`config.mk`:
```
export PLATFORM = sky130hd
export DESIGN_NAME = adc_trigger_ctrl
export DESIGN_NICKNAME = d
export VERILOG_FILES = /design/src/rtl/adc_trig_pkg.sv /design/src/rtl/trig_sync_edge.sv /design/src/rtl/adc_trigger_ctrl.sv
export SDC_FILE = /design/constraint.sdc
export NUM_CORES = 1
export LEC_CHECK = 0
export BUFFER_PORTS_ARGS = -buffer_cell sky130_fd_sc_hd__buf_4
export CELL_PAD_IN_SITES_DETAIL_PLACEMENT = 0
export CELL_PAD_IN_SITES_GLOBAL_PLACEMENT = 1
export CORE_ASPECT_RATIO = 0.6
export CORE_MARGIN = 1.5
export CORE_UTILIZATION = 40
export DETAILED_ROUTE_END_ITERATION = 7
export PLACE_DENSITY_LB_ADDON = 0.08
export REMOVE_ABC_BUFFERS = 1
export SYNTH_ARGS = -nofsm -noshare
export SYNTH_HDL_FRONTEND = slang
export SYNTH_SLANG_ARGS = --single-unit
```
`constraint.sdc`:
```
create_clock -name adc_sampleclk -period 4.3 [get_ports adc_sampleclk]
set_input_delay 0.86 -clock adc_sampleclk [delete_from_list [all_inputs] [get_ports adc_sampleclk]]
set_output_delay 0.86 -clock adc_sampleclk [all_outputs]
set_load 0.01 [all_outputs]
```
`src/rtl/adc_trig_pkg.sv`:
```
// Shared types and constants for the ADC capture trigger sequencer.
package adc_trig_pkg;

    typedef enum logic [2:0] {
        IDLE    = 3'd0,
        ARMED   = 3'd1,
        DELAY   = 3'd2,
        CAPTURE = 3'd3,
        DONE    = 3'd4
    } state_e;

    typedef enum logic [1:0] {
        TRIG_RISE = 2'b00,
        TRIG_FALL = 2'b01,
        TRIG_HIGH = 2'b10,
        TRIG_LOW  = 2'b11
    } trig_mode_e;

    // Capture cycles during which capture_stop_i is disregarded.
    localparam int unsigned STOP_GUARD = 2;

endpackage

```
`src/rtl/trig_sync_edge.sv`:
```
// Multi-stage synchroniser for an asynchronous level plus a history flop
// providing rise/fall detection on the synchronised value.
module trig_sync_edge #(
    parameter int unsigned SYNC_STAGES = 2
) (
    input  logic clk_i,
    input  logic rst_i,
    input  logic async_i,
    output logic level_o,
    output logic rise_o,
    output logic fall_o
);

    logic [SYNC_STAGES-1:0] sync_q;
    logic                   prev_q;

    always_ff @(posedge clk_i or posedge rst_i) begin
        if (rst_i) begin
            sync_q <= '0;
            prev_q <= 1'b0;
        end else begin
            sync_q <= {sync_q[SYNC_STAGES-2:0], async_i};
            prev_q <= sync_q[SYNC_STAGES-1];
        end
    end

    assign level_o = sync_q[SYNC_STAGES-1];
    assign rise_o  = sync_q[SYNC_STAGES-1] & ~prev_q;
    assign fall_o  = ~sync_q[SYNC_STAGES-1] & prev_q;

endmodule

```
`src/rtl/adc_trigger_ctrl.sv`:
```
// Capture sequencer in the ADC sample-clock domain: arms, detects the trigger
// (or times out), applies the post-trigger offset and drives capture-go.
module adc_trigger_ctrl
    import adc_trig_pkg::*;
#(
    parameter int unsigned SYNC_STAGES = 2,
    parameter int unsigned CNT_W       = 32
) (
    input  logic             adc_sampleclk,
    input  logic             ddr_usrreset,
    input  logic             arm_i,
    input  logic             abort_i,
    input  logic             trig_in,
    input  logic [1:0]       trig_mode_i,
    input  logic [CNT_W-1:0] offset_i,
    input  logic [CNT_W-1:0] timeout_i,
    input  logic             capture_stop_i,
    output logic             capture_go_o,
    output logic             trig_status_o,
    output logic             armed_o,
    output logic             triggered_o,
    output logic             timed_out_o,
    output logic             done_o
);

    localparam logic [1:0] GUARD_LAST = 2'(STOP_GUARD);

    logic trig_lvl, trig_rise, trig_fall;
    logic arm_rise, arm_lvl_unused, arm_fall_unused;

    trig_sync_edge #(.SYNC_STAGES(SYNC_STAGES)) u_trig_sync (
        .clk_i   (adc_sampleclk),
        .rst_i   (ddr_usrreset),
        .async_i (trig_in),
        .level_o (trig_lvl),
        .rise_o  (trig_rise),
        .fall_o  (trig_fall)
    );

    trig_sync_edge #(.SYNC_STAGES(SYNC_STAGES)) u_arm_sync (
        .clk_i   (adc_sampleclk),
        .rst_i   (ddr_usrreset),
        .async_i (arm_i),
        .level_o (arm_lvl_unused),
        .rise_o  (arm_rise),
        .fall_o  (arm_fall_unused)
    );

    state_e           state_q, state_d;
    logic [CNT_W-1:0] off_q, off_d;
    logic [CNT_W-1:0] tmo_q, tmo_d;
    logic [CNT_W-1:0] timer_q, timer_d;
    logic [CNT_W-1:0] cnt_q, cnt_d;
    logic [1:0]       guard_q, guard_d;
    logic             timed_out_q, timed_out_d;
    logic             triggered_q, triggered_d;
    logic             trig_status_q;
    logic             trig_evt, tmo_hit;

    always_comb begin
        case (trig_mode_e'(trig_mode_i))
            TRIG_RISE: trig_evt = trig_rise;
            TRIG_FALL: trig_evt = trig_fall;
            TRIG_HIGH: trig_evt = trig_lvl;
            TRIG_LOW:  trig_evt = ~trig_lvl;
            default:   trig_evt = 1'b0;
        endcase
    end

    assign tmo_hit = (tmo_q != '0) && (timer_q == tmo_q - CNT_W'(1));

    always_comb begin
        state_d     = state_q;
        off_d       = off_q;
        tmo_d       = tmo_q;
        timer_d     = timer_q;
        cnt_d       = cnt_q;
        guard_d     = guard_q;
        timed_out_d = timed_out_q;
        triggered_d = 1'b0;

        case (state_q)
            IDLE, DONE: begin
                if (arm_rise) begin
                    state_d     = ARMED;
                    off_d       = offset_i;
                    tmo_d       = timeout_i;
                    timed_out_d = 1'b0;
                    timer_d     = '0;
                end
            end
            ARMED: begin
                timer_d = timer_q + CNT_W'(1);
                if (trig_evt || tmo_hit) begin
                    triggered_d = 1'b1;
                    timed_out_d = ~trig_evt;
                    guard_d     = '0;
                    if (off_q == '0) begin
                        state_d = CAPTURE;
                    end else begin
                        state_d = DELAY;
                        cnt_d   = off_q;
                    end
                end
            end
            DELAY: begin
                cnt_d = cnt_q - CNT_W'(1);
                if (cnt_q == CNT_W'(1)) begin
                    state_d = CAPTURE;
                end
            end
            CAPTURE: begin
                // The DDR stage's stop flag may still hold the previous run's value.
                if (guard_q < GUARD_LAST) begin
                    guard_d = guard_q + 2'd1;
                end else if (capture_stop_i) begin
                    state_d = DONE;
                end
            end
            default: state_d = IDLE;
        endcase

        if (abort_i) begin
            state_d     = IDLE;
            timed_out_d = timed_out_q;
            triggered_d = 1'b0;
        end
    end

    always_ff @(posedge adc_sampleclk or posedge ddr_usrreset) begin
        if (ddr_usrreset) begin
            state_q       <= IDLE;
            off_q         <= '0;
            tmo_q         <= '0;
            timer_q       <= '0;
            cnt_q         <= '0;
            guard_q       <= '0;
            timed_out_q   <= 1'b0;
            triggered_q   <= 1'b0;
            trig_status_q <= 1'b0;
        end else begin
            state_q       <= state_d;
            off_q         <= off_d;
            tmo_q         <= tmo_d;
            timer_q       <= timer_d;
            cnt_q         <= cnt_d;
            guard_q       <= guard_d;
            timed_out_q   <= timed_out_d;
            triggered_q   <= triggered_d;
            trig_status_q <= trig_lvl;
        end
    end

    assign capture_go_o  = (state_q == CAPTURE);
    assign armed_o       = (state_q == ARMED);
    assign done_o        = (state_q == DONE);
    assign triggered_o   = triggered_q;
    assign timed_out_o   = timed_out_q;
    assign trig_status_o = trig_status_q;

endmodule

```
After elaboration in Yosys (flattened, before gate mapping)
Index checks and enable logic that the tools add are counted.

Bits in registers: 141. Bits of input ports: 72. Output and inout port bits: 6.

Add/subtract/negate cells: 4. Magnitude comparators: 1. Equal/unequal tests: 18. Multiplexer cells: 23. Bitwise operators: 8. Reduce and logical (&&, ||, !) cells: 16.

Operators by type and width (number): 32-bit case mux with 2 select lines (2); 32-bit two-way mux (3); 32-bit by 1-bit subtractor with 32-bit output (second input constant) (2); 32-bit by 1-bit adder with 32-bit output (second input constant) (1); 32-bit by 1-bit equality test with 1-bit output (second input constant) (1); 32-bit equality test (1); 32-bit logical NOT (1); 32-bit nonzero test (1); 3-bit two-way mux (6); 3-bit inequality test (second input constant) (4); 3-bit case mux with 4 select lines (1); 3-bit by 2-bit equality test with 1-bit output (second input constant) (2); 1-bit two-way mux (6); 3-bit AND reduction (2); 2-bit nonzero test (3); 1-bit inverter (5); 5-bit AND reduction (1); 2-bit equality test (second input constant) (2); 2-bit two-way mux (2); 2-bit by 1-bit inequality test with 1-bit output (second input constant) (2); 2-bit inequality test (second input constant) (2); 1-bit case mux with 4 select lines (1); 2-bit case mux with 2 select lines (1); 2-bit AND reduction (2); other kinds (14) (16).

Logic depth before layout (Yosys ltp)
Gate-level depths: netlist of the first run.

Depth in word-level cells: 7. Depth in mapped cells: 12. Depth with buffers taken out: 11.

Modules after synthesis
Synthesis of the first run repeated with hierarchy kept, for this count alone.

Cells, all modules: 957. Area, all modules: 7896.3 µm².

Modules (own cells, without submodules): adc_trigger_ctrl (times used 1, cells each 945, area an instance 7708.6 µm², sequential area each 3403.3 µm²); trig_sync_edge (times used 2, cells each 6, area an instance 93.8 µm², sequential area each 75.1 µm²).

Least setup slack after synthesis of the first run
Ideal clock, no wire load.

Path type: reg-to-reg. Start: register tmo_q[16]. End: register cnt_q[29]. Library setup time: 126 ps. Arrival: 3188 ps. Required time: 4174 ps. Path slack: 986 ps. Cell stages (with the launch flop): 11. Path buffers: 1. Period minus slack after synthesis: 3314 ps. Cells stage by stage: dfrtp_1 -> buf_2 -> nor4_2 -> nand2_1 -> or3_4 -> or3_1 -> xnor2_1 -> or4b_4 -> o21a_2 -> or3_1 -> o311a_1.

Word-level cells in the longest chain between the ends: 6. Elaborated cells on any way between the ends: 7.

RTL lines: start, declared (line adc_trigger_ctrl.sv:51) `logic [CNT_W-1:0] tmo_q, tmo_d;`; start signal, assigned (line adc_trigger_ctrl.sv:144) `tmo_q <= tmo_d;`; 32-bit by 1-bit subtractor with 32-bit output (line adc_trigger_ctrl.sv:70) `assign tmo_hit = (tmo_q != '0) && (timer_q == tmo_q - CNT_W'(1));`; 32-bit equality test (line adc_trigger_ctrl.sv:70); 1-bit logical AND * (line adc_trigger_ctrl.sv:70); 1-bit logical OR * (line adc_trigger_ctrl.sv:94) `if (trig_evt || tmo_hit) begin`; 2-bit by 1-bit inequality test with 1-bit output (no source line) *; 3-bit AND reduction (no source line) *; end signal, assigned (line adc_trigger_ctrl.sv:146) `cnt_q <= cnt_d;`; end, declared (line adc_trigger_ctrl.sv:53) `logic [CNT_W-1:0] cnt_q, cnt_d;`.

Mark *: on every way between the ends. The rest lies on a longest branch, timed or not. A chain may end at the register's enable or synchronous reset.

Worst setup path in the final report of the first run
Start: register tmo_q[0]. End: register cnt_q[18].

Same word-level chain as after synthesis.

==> results of run 1 <==
-- power by group through the flow --
| stage | Combinational, W | Clock (W) | Sequential (W) |
|---|---|---|---|
| CTS | 0.00192 | 0.00164 | 0.00225 |
| global route | 0.00217 | 0.00170 | 0.00233 |
| global placement | 0.00186 | 0 | 0.00226 |
| floorplan | 0.00140 | 0 | 0.00210 |
| detailed placement | 0.00190 | 0 | 0.00227 |
| finish | 0.00193 | 0.00161 | 0.00227 |
-- area by class of cell --
cell class	count	area share, %
Clock buffer	28	6.09
Clock inverter	4	1.04
Inverter	17	0.753
Multi-Input combinational cell	695	42.5
Sequential cell	141	38.6
Tap cell	240	3.28
Timing Repair Buffer	92	7.69
-- stage by stage --
stage	hold WS (ns)	total power (W)	setup TNS (ns)	util (%)
finish	0.360	0.00581	0	49.7
detailed placement	0.346	0.00417	0	46.1
CTS	0.363	0.00582	0	49.7
floorplan	0.331	0.00349	-50.84	-
global route	0.378	0.00621	0	49.7
global placement	0.334	0.00411	0	46.1
-- routing by layer --
metal | GRT usage [%] | vias to the layer above | routed length [um] | share of wire (%)
met3 | 5.39 | 11 | 1450 | 6.8
met1 | 37.4 | 3262 | 11900 | 55
met4 | 6.13 | 0 | 161 | 0.75
met2 | 29.6 | 236 | 8010 | 37
met5 | 0 | - | 0 | 0
li1 | - | 3303 | - | -
-- kinds of logic after synthesis --
kind of cell | after synthesis | synth area share (%)
AND/OR/NAND/NOR | 482 | 29.7
buffers and inverters | 56 | 3.36
multiplexers | 14 | 1.85
adder cells (fa/ha/maj) | 4 | 0.653
flip-flops | 141 | 46.0
AO/OA/AOI/OAI | 161 | 14.5
XOR/XNOR | 34 | 3.89
-- cell usage in the layout (no fill, tap or decap), drive strengths merged, types with 7 or more instances in the layout --
cell	synthesis	final
nor4	26	26
nor3	32	32
nand4	17	17
inv	17	17
nand3	42	42
a31oi	11	11
mux2i	13	13
clkbuf	23	28
and3	10	10
a21oi	31	31
nor2	49	49
or3	7	7
xnor2	19	19
nand2	258	258
buf	16	92
o211ai	8	8
o21ai	43	43
a211o	21	21
xor2	15	15
dfrtp	141	141
o31ai	11	11
-- cells in the mapped netlist (8+ instances only) --
cell,instances
nor2_1,48
nand3_1,42
and3_1,10
nor4_1,21
nand4_1,16
o21ai_0,42
a21oi_1,31
xnor2_1,19
nand2_1,258
o31ai_1,11
a211o_1,21
a31oi_1,11
xor2_1,15
nor3_1,32
o211ai_1,8
dfrtp_1,141
clkbuf_1,23
mux2i_1,13
inv_1,17
-- how the worst min path moves through the flow --
stage	to	start	depth (start not counted)
floorplan	u_arm_sync.sync_q[1]$_DFF_PP0_	u_arm_sync.sync_q[0]$_DFF_PP0_	0
global placement	u_trig_sync.sync_q[1]$_DFF_PP0_	u_trig_sync.sync_q[0]$_DFF_PP0_	0
detailed placement	u_arm_sync.sync_q[1]$_DFF_PP0_	u_arm_sync.sync_q[0]$_DFF_PP0_	0
CTS	u_trig_sync.sync_q[1]$_DFF_PP0_	u_trig_sync.sync_q[0]$_DFF_PP0_	0
global route	u_trig_sync.sync_q[1]$_DFF_PP0_	u_trig_sync.sync_q[0]$_DFF_PP0_	0
finish	u_trig_sync.sync_q[1]$_DFF_PP0_	u_trig_sync.sync_q[0]$_DFF_PP0_	0
-- registers in the layout (all words and copies together), names as in the netlist --
signal,count
cnt_q,32
guard_q,2
off_q,32
state_q,3
timed_out_o,1
timer_q,32
tmo_q,32
triggered_o,1
u_arm_sync.prev_q,1
u_arm_sync.sync_q,2
u_trig_sync.prev_q,1
u_trig_sync.sync_q,2
==> impl_metrics.toml, run 1 <==
[place]
post-place-cells = 1185
place.gp.congestion = 0.863
hpwl_mm = 15.7
io_buffers = 77
place_ws_ns = 0.497
post_dp_cell_area_um2 = 8490

[critical_path]
crit_family = "simple AND/OR/NAND/NOR gates"
critPathLaunchType = "flop"
arrival_ns = 4.19
rr_startpoint = "tmo_q[0]$_DFFE_PP0P_"
crit_required_ns = 4.66
cp_slowest_cell = "or4b_4"
path_class = "flop to flop"
r2r_end = "cnt_q[18]$_DFFE_PP0P_"
cpPeakStageDelay_ns = 0.52
critical_path.cell_chain = "inv_1, ha_1, nor3b_1, nand4_1, nor3_1, mux2_2, o21ai_0, or4b_4, o21a_2, nor2_4, buf_4, a221o_1"
crit_buf_inv = 2
startpoint = "tmo_q[0]$_DFFE_PP0P_"
path_depth = 12
crit_path_max_fanout = 30
r2r_setup_slack_ns = 0.46
rr_worst_depth = 12
endpoint = "cnt_q[18]$_DFFE_PP0P_"
crit_path_end_kind = "flop"

[clock_network]
cts_tree = "yes"
htreeDepth = 4
clk_latency_ns = 0.43
cts_setup_buffers = 0
ctsResizeCount = 0
cts_sinks = 141
cts_hold_buf = 0
clkTransAtPathRegs_ns = 0.06
ctsLongestPathBuffers = 2
cts_root_buffer = "clkbuf_16"
cts_made_buffers = 17

[detailed_routing]
first_iter_violations = 596
antenna_left = 0
firstDrtPassIters = 4
wl_per_cell_um = 17.7
wl_mm = 21.5
viasPerCell = 5.60
vias = 6812
drc_errors = 0

[grt]
grtUsageTotal_pct = 23.1
grt_pass1_wl_mm = 35.5
antenna_found_initial = 0
grt_overflow_total = 0
grt_pass1_vias = 6522
grt_max_degree = 81

[logic_synthesis]
ys_warn_count = 0
netlist.area_leader.share_pct = 46.0
syn-instance-count = 892
synth_edf_count = 0
syn_area_per_cell_um2 = 8.59
netlist_area_um2 = 7660
synth_seq_cells = 141
synthTopCellsByArea = "dfrtp_1, nand2_1, nand3_1"
synth-async-reset-ratio_pct = 100
synth-seq-area-share_pct = 46.0
yosysTopAreaCell = "dfrtp_1"
ys_types = 67
synthFlopType = "dfrtp_1"

[run_status]
status = "finished, final reports clean"

[timing]
final.setup_skew_ns = 0.00854
setup_viol = 0
finalHoldViolCount = 0
finalCriticalPeriod_ns = 3.84
fmax_ghz = 0.261
rsz0062_at_grt = "false"
finalMaxSlewViolations = 0
fin_ws_ns = 0.462
worstMarginPinSlew_ns = 0.932
post-route-period-util_pct = 89.3
slew_headroom_pct = 37.3

[finish]
area_growth_pct = 19.3
nNetsFinal = 1040
final_area_um2 = 9140
insertedDiodeCount = 0
drive_gt1_share_pct = 14.8
regArea_um2 = 3530
multi_input_area_um2 = 3890
stdcell_count = 1217
num-fill-cells = 1726

[floorplanning]
row_count = 38
fp.dieH_um = 110
pin_count = 78
dieArea_um2 = 20000
coreArea_um2 = 18400
initial_utilization_pct = 41.6
die_x_um = 182

[power_and_ir_drop]
swShare_pct = 38.8
comb_power_share_pct = 33.2
internal_power_w = 0.00355
p_leak_nw = 4.36
switching_power_w = 0.00225
powerDensity_nw_per_um2 = 635
irDropWorstVdd_v = 0.000281
seqPwrFrac_pct = 39.0
power.clock.fraction_pct = 27.8

[hold_path]
min_path_type = "flop to flop"

[job]
maxCapViolCount = 0
(Power assumes the default switching activity.)
==> run 2: changes to the inputs <==
--- a/config.mk
+++ b/config.mk
@@ -6,8 +6,6 @@
 export NUM_CORES = 1
 export LEC_CHECK = 0
 export BUFFER_PORTS_ARGS = -buffer_cell sky130_fd_sc_hd__buf_4
-export CELL_PAD_IN_SITES_DETAIL_PLACEMENT = 0
-export CELL_PAD_IN_SITES_GLOBAL_PLACEMENT = 1
 export CORE_ASPECT_RATIO = 0.6
 export CORE_MARGIN = 1.5
 export CORE_UTILIZATION = 40
==> constraint.sdc (replaced) <==
create_clock -name adc_sampleclk -period 3.2 [get_ports adc_sampleclk]
set_input_delay 0.64 -clock adc_sampleclk [delete_from_list [all_inputs] [get_ports adc_sampleclk]]
set_output_delay 0.64 -clock adc_sampleclk [all_outputs]
set_load 0.01 [all_outputs]
==> run 2 against run 1 <==
Against the previous run:
- final cell count is 6.2% higher
- critical endpoint is now cnt_q[9]$_DFFE_PP0P_
- first-iteration DRC count is 6.7% lower
- clock power is 25% higher
- sequential cell count stayed put
- via count is 2.3% higher
- clock skew is 0.0018 ns higher
- critical path depth is 1 lower
- sequential power is 30% higher
- the run now ends with negative setup slack left
- register-to-register slack worse by 0.70 ns
- largest cell class unchanged
- wire length is 3.4% higher
==> impl_metrics.toml, run 2 (synthesis results as in run 1) <==
[run_status]
status = "finished, violations left"
violations = "negative setup slack"

[finish]
drive_gt1_share_pct = 24.8
multi_input_area_um2 = 4170
num-fill-cells = 1736
final_common_cell = "nand2_1"
nNetsFinal = 1117
area_growth_pct = 31.7
final_area_um2 = 10100
final_cell_mix = "nand2_1, buf_4, dfrtp_1"
stdcell_count = 1293
regArea_um2 = 3530
insertedDiodeCount = 0

[power_and_ir_drop]
power.clock.fraction_pct = 23.5
swShare_pct = 39.4
seqPwrFrac_pct = 34.4
switching_power_w = 0.00336
p_leak_nw = 4.82
irDropWorstVdd_v = 0.000415
powerDensity_nw_per_um2 = 845
finalPower_w = 0.00853
internal_power_w = 0.00517
comb_power_share_pct = 42.0

[timing]
final.setup_skew_ns = 0.0103
fmax_ghz = 0.291
fin_ws_ns = -0.236
setup_viol = 35
slew_headroom_pct = 47.9
rsz0062_at_grt = "true"
finalCriticalPeriod_ns = 3.44
finalMaxSlewViolations = 0
finalHoldViolCount = 0
worstMarginPinSlew_ns = 0.775
post-route-period-util_pct = 107

[critical_path]
rr_worst_depth = 11
arrival_ns = 3.74
crit_path_max_fanout = 7
crit_family = "simple AND/OR/NAND/NOR gates"
crit_required_ns = 3.50
crit_top_cell = "or3_4"
path_class = "flop to flop"
critPathLaunchType = "flop"
cp_slowest_cell = "or4b_4"
startpoint = "tmo_q[2]$_DFFE_PP0P_"
r2r_end = "cnt_q[9]$_DFFE_PP0P_"
crit_buf_inv = 2
cpPeakStageDelay_ns = 0.59
rr_startpoint = "tmo_q[2]$_DFFE_PP0P_"
crit_path_end_kind = "flop"
r2r_setup_slack_ns = -0.24
critical_path.cell_chain = "nor4_4, buf_4, nand3_2, or3_4, or3_4, xnor2_2, or4b_4, o21a_4, nor2_4, clkbuf_16, o211ai_1"

[floorplanning]
pin_count = 78
die_x_um = 182
row_count = 38
fp.dieH_um = 110
dieArea_um2 = 20000
coreArea_um2 = 18400
initial_utilization_pct = 41.6

[grt]
grt_max_degree = 90
grt_pass1_wl_mm = 35.5
grt_overflow_total = 0
grt_pass1_vias = 6419
antenna_found_initial = 0
grtUsageMet1_pct = 38.9
met2_usage_pct = 27.9
top_usage_layer = "met1"
grtUsageTotal_pct = 22.9
grt_use_met3_pct = 5.09

[place]
place.gp.congestion = 0.863
hpwl_mm = 15.5
post_dp_cell_area_um2 = 9020
post-place-cells = 1249
io_buffers = 77

[clock_network]
ctsLongestPathBuffers = 2
cts_root_buffer = "clkbuf_16"
clk_latency_ns = 0.42
clkTransAtPathRegs_ns = 0.06
cts_sinks = 141
cts_tree = "yes"
cts_made_buffers = 17
cts_hold_buf = 0
htreeDepth = 4

[job]
maxCapViolCount = 0

[detailed_routing]
wl_mm = 22.3
firstDrtPassIters = 6
first_iter_violations = 556
antenna_left = 0
vias = 6970
drc_errors = 0
viasPerCell = 5.39
wl_per_cell_um = 17.2

[hold_path]
min_path_type = "primary input to async pin"
run 2: cell types whose count changed in the layout (fill, tap and decap cells not counted), sizes merged:
cell / delta
clkinvlp: +1
clkinv: +6
buf: +75
clkbuf: -6
run 2: layout make-up:
class	count	area share (%)
repair buffers	169	14.2
flip-flops and latches	141	35.0
inverters	17	0.682
clock buffers	20	4.43
clock inverters	11	1.43
multi-input cells	695	41.3
well taps	240	2.98
run 2: power groups by stage:
| stage | logic, W | registers, W | clock network, W |
|---|---|---|---|
| after floorplan | 0.00188 | 0.00282 | 0 |
| after global placement | 0.00315 | 0.00292 | 0 |
| after detailed placement | 0.00317 | 0.00292 | 0 |
| after CTS | 0.00332 | 0.00290 | 0.00205 |
| after global routing | 0.00395 | 0.00301 | 0.00212 |
| final | 0.00358 | 0.00294 | 0.00201 |
run 2: worst max path at each step:
stage                                         end  slack, ns  cells past startpoint
after floorplan           timed_out_o$_DFFE_PP0P_      -1.61                      4
after global placement       cnt_q[0]$_DFFE_PP0P_      -0.21                     10
after detailed placement     cnt_q[6]$_DFFE_PP0P_      -0.32                     13
after CTS                    cnt_q[6]$_DFFE_PP0P_      -0.18                     13
after global routing        cnt_q[18]$_DFFE_PP0P_      -0.33                     12
final                        cnt_q[9]$_DFFE_PP0P_      -0.24                     11
run 2: metrics by stage:
| stage | setup TNS, ns | setup slack [ns] | hold slack (ns) | utilization [%] |
|---|---|---|---|---|
| global route | -10.05 | -0.331 | 0.313 | 54.8 |
| finish | -6.40 | -0.236 | 0.286 | 54.8 |
| global placement | -4.97 | -0.212 | 0.333 | 49.0 |
| CTS | -5.02 | -0.178 | 0.302 | 53.4 |
| floorplan | -253.68 | -1.61 | 0.331 | - |
| detailed placement | -8.43 | -0.325 | 0.337 | 49.0 |
run 2: timing repair:
item                       CTS  global route
cloned                       2             3
pin swaps                   13            30
gates resized for setup     18            42
setup buffers                9             1
setup endpoints to repair   37            38
run 2: per-layer routing:
metal	part of all wire, %	vias up
met5	0	-
met4	0.37	0
met3	6.3	8
met2	35	213
met1	58	3280
li1	-	3469
==> run 3: changes to the inputs <==
--- a/config.mk
+++ b/config.mk
@@ -6,10 +6,12 @@
 export NUM_CORES = 1
 export LEC_CHECK = 0
 export BUFFER_PORTS_ARGS = -buffer_cell sky130_fd_sc_hd__buf_4
-export CORE_ASPECT_RATIO = 0.6
+export CORE_ASPECT_RATIO = 0.75
 export CORE_MARGIN = 1.5
 export CORE_UTILIZATION = 40
+export CTS_BUF_LIST = sky130_fd_sc_hd__clkbuf_8
 export DETAILED_ROUTE_END_ITERATION = 7
+export HOLD_SLACK_MARGIN = 0.03
 export PLACE_DENSITY_LB_ADDON = 0.08
 export REMOVE_ABC_BUFFERS = 1
 export SYNTH_ARGS = -nofsm -noshare
==> run 3 against run 2 <==
Against the previous run:
- the run still ends with negative setup slack left
- highest routed layer unchanged
- sequential share of layout area grew 0.35 points
- clock skew is essentially flat
- die area is essentially flat
==> impl_metrics.toml, run 3 (synthesis results as in run 1) <==
[run_status]
status = "finished, violations left"
violations = "negative setup slack"

[floorplanning]
die_x_um = 163
dieArea_um2 = 20000
fp.dieH_um = 123
pin_count = 78
coreArea_um2 = 18600
row_count = 43
initial_utilization_pct = 41.2

[timing]
rsz0062_at_grt = "true"
final.setup_skew_ns = 0.00991
setup_viol = 35
finalMaxSlewViolations = 0
setup_tns_ns = -4.31
finalCriticalPeriod_ns = 3.35
slew_headroom_pct = 53.8
fin_ws_ns = -0.152
worstMarginPinSlew_ns = 0.686
fmax_ghz = 0.298
post-route-period-util_pct = 105
finalHoldViolCount = 0

[detailed_routing]
first_iter_violations = 578
firstDrtPassIters = 5
vias = 6927
wl_per_cell_um = 16.1
antenna_left = 0
drc_errors = 0
wl_mm = 21.2
viasPerCell = 5.28

[job]
maxCapViolCount = 0

[clock_network]
htreeDepth = 4
ctsLongestPathBuffers = 2
cts_hold_buf = 0
cts_tree = "yes"
cts_made_buffers = 17
clkTransAtPathRegs_ns = 0.08
clk_latency_ns = 0.45
cts_root_buffer = "clkbuf_8"
cts_sinks = 141

[finish]
final_common_cell = "nand2_1"
final_area_um2 = 10000
drive_gt1_share_pct = 25.5
insertedDiodeCount = 0
final_cell_mix = "nand2_1, buf_4, dfrtp_1"
nNetsFinal = 1130
stdcell_count = 1312
multi_input_area_um2 = 4170
num-fill-cells = 1748
regArea_um2 = 3530
area_growth_pct = 30.6

[power_and_ir_drop]
powerDensity_nw_per_um2 = 811
irDropWorstVdd_v = 0.000576
p_leak_nw = 4.78

[grt]
grt_pass1_wl_mm = 34.9
grt_overflow_total = 0
antenna_found_initial = 0
grtUsageTotal_pct = 22.6
grt_pass1_vias = 6569
grt_max_degree = 85

[place]
place.gp.congestion = 0.879
io_buffers = 77
hpwl_mm = 14.6
post-place-cells = 1255
post_dp_cell_area_um2 = 9010
place_ws_ns = -0.245

[critical_path]
arrival_ns = 3.67
crit_required_ns = 3.52
rr_startpoint = "tmo_q[6]$_DFFE_PP0P_"
critPathLaunchType = "flop"
crit_path_end_kind = "flop"
endpoint = "cnt_q[7]$_DFFE_PP0P_"
startpoint = "tmo_q[6]$_DFFE_PP0P_"
r2r_setup_slack_ns = -0.15
r2r_end = "cnt_q[7]$_DFFE_PP0P_"
path_class = "flop to flop"
crit_path_max_fanout = 30
rr_worst_depth = 14

[hold_path]
min_path_type = "primary input to async pin"
## run 3: worst min path at each step
stage,start,to,slack (ns),depth (start not counted)
3_3_place_gp,u_arm_sync.sync_q[0]$_DFF_PP0_,u_arm_sync.sync_q[1]$_DFF_PP0_,0.33,0
3_5_place_dp,u_trig_sync.sync_q[0]$_DFF_PP0_,u_trig_sync.sync_q[1]$_DFF_PP0_,0.34,0
5_1_grt,trig_in,u_trig_sync.sync_q[0]$_DFF_PP0_,0.27,1
4_1_cts,trig_in,u_trig_sync.sync_q[0]$_DFF_PP0_,0.27,1
2_1_floorplan,u_arm_sync.sync_q[0]$_DFF_PP0_,u_arm_sync.sync_q[1]$_DFF_PP0_,0.33,0
6_report,ddr_usrreset,tmo_q[24]$_DFFE_PP0P_,0.30,2
## run 3: what timing repair did
item | in CTS | in global routing
setup buffers | 13 | 13
gates cloned | 2 | 1
pin swaps | 13 | 17
resized for setup | 42 | 28
endpoints found under the hold margin | 0 | 0
setup endpoints to repair | 37 | 38
## run 3: layout make-up
class | instances | area share (%)
Tap cell | 247 | 3.09
Inverter | 17 | 0.688
Clock buffer | 19 | 2.61
Multi-Input combinational cell | 695 | 41.6
Clock inverter | 11 | 1.45
Timing Repair Buffer | 182 | 15.2
Sequential cell | 141 | 35.3
## run 3: where the power goes
group	total (W)	internal [W]	switching (W)
clock network	0.00151	0.000801	0.000706
logic	0.00369	0.00174	0.00195
registers	0.00291	0.00232	0.000598
total	0.00811	0.00486	0.00325
## run 3: worst max-delay path: stages (launching register included)
cell,delay [ns]
dfrtp_2,0.46
buf_6,0.13
nor3_4,0.05
buf_4,0.13
buf_4,0.12
a311oi_1,0.33
a31oi_2,0.10
a2111oi_4,0.33
o2111ai_1,0.15
or4b_4,0.57
buf_4,0.17
o21a_4,0.23
nor2_4,0.13
buf_12,0.20
o311ai_1,0.12
## run 3: layer usage
layer,global-route usage [%],share of wire (%),wire length [um]
met1,37.2,56,11800
met2,29.6,39,8220
met3,4.02,4.7,988
met4,4.93,0.77,163
met5,0,0,0
## run 3: stage by stage
step	hold WS, ns	util [%]	total power (W)
6_report	0.300	53.7	0.00811
2_1_floorplan	0.331	-	0.00469
4_1_cts	0.271	52.4	0.00787
5_1_grt	0.271	53.7	0.00870
3_3_place_gp	0.335	48.4	0.00601
3_5_place_dp	0.343	48.4	0.00603
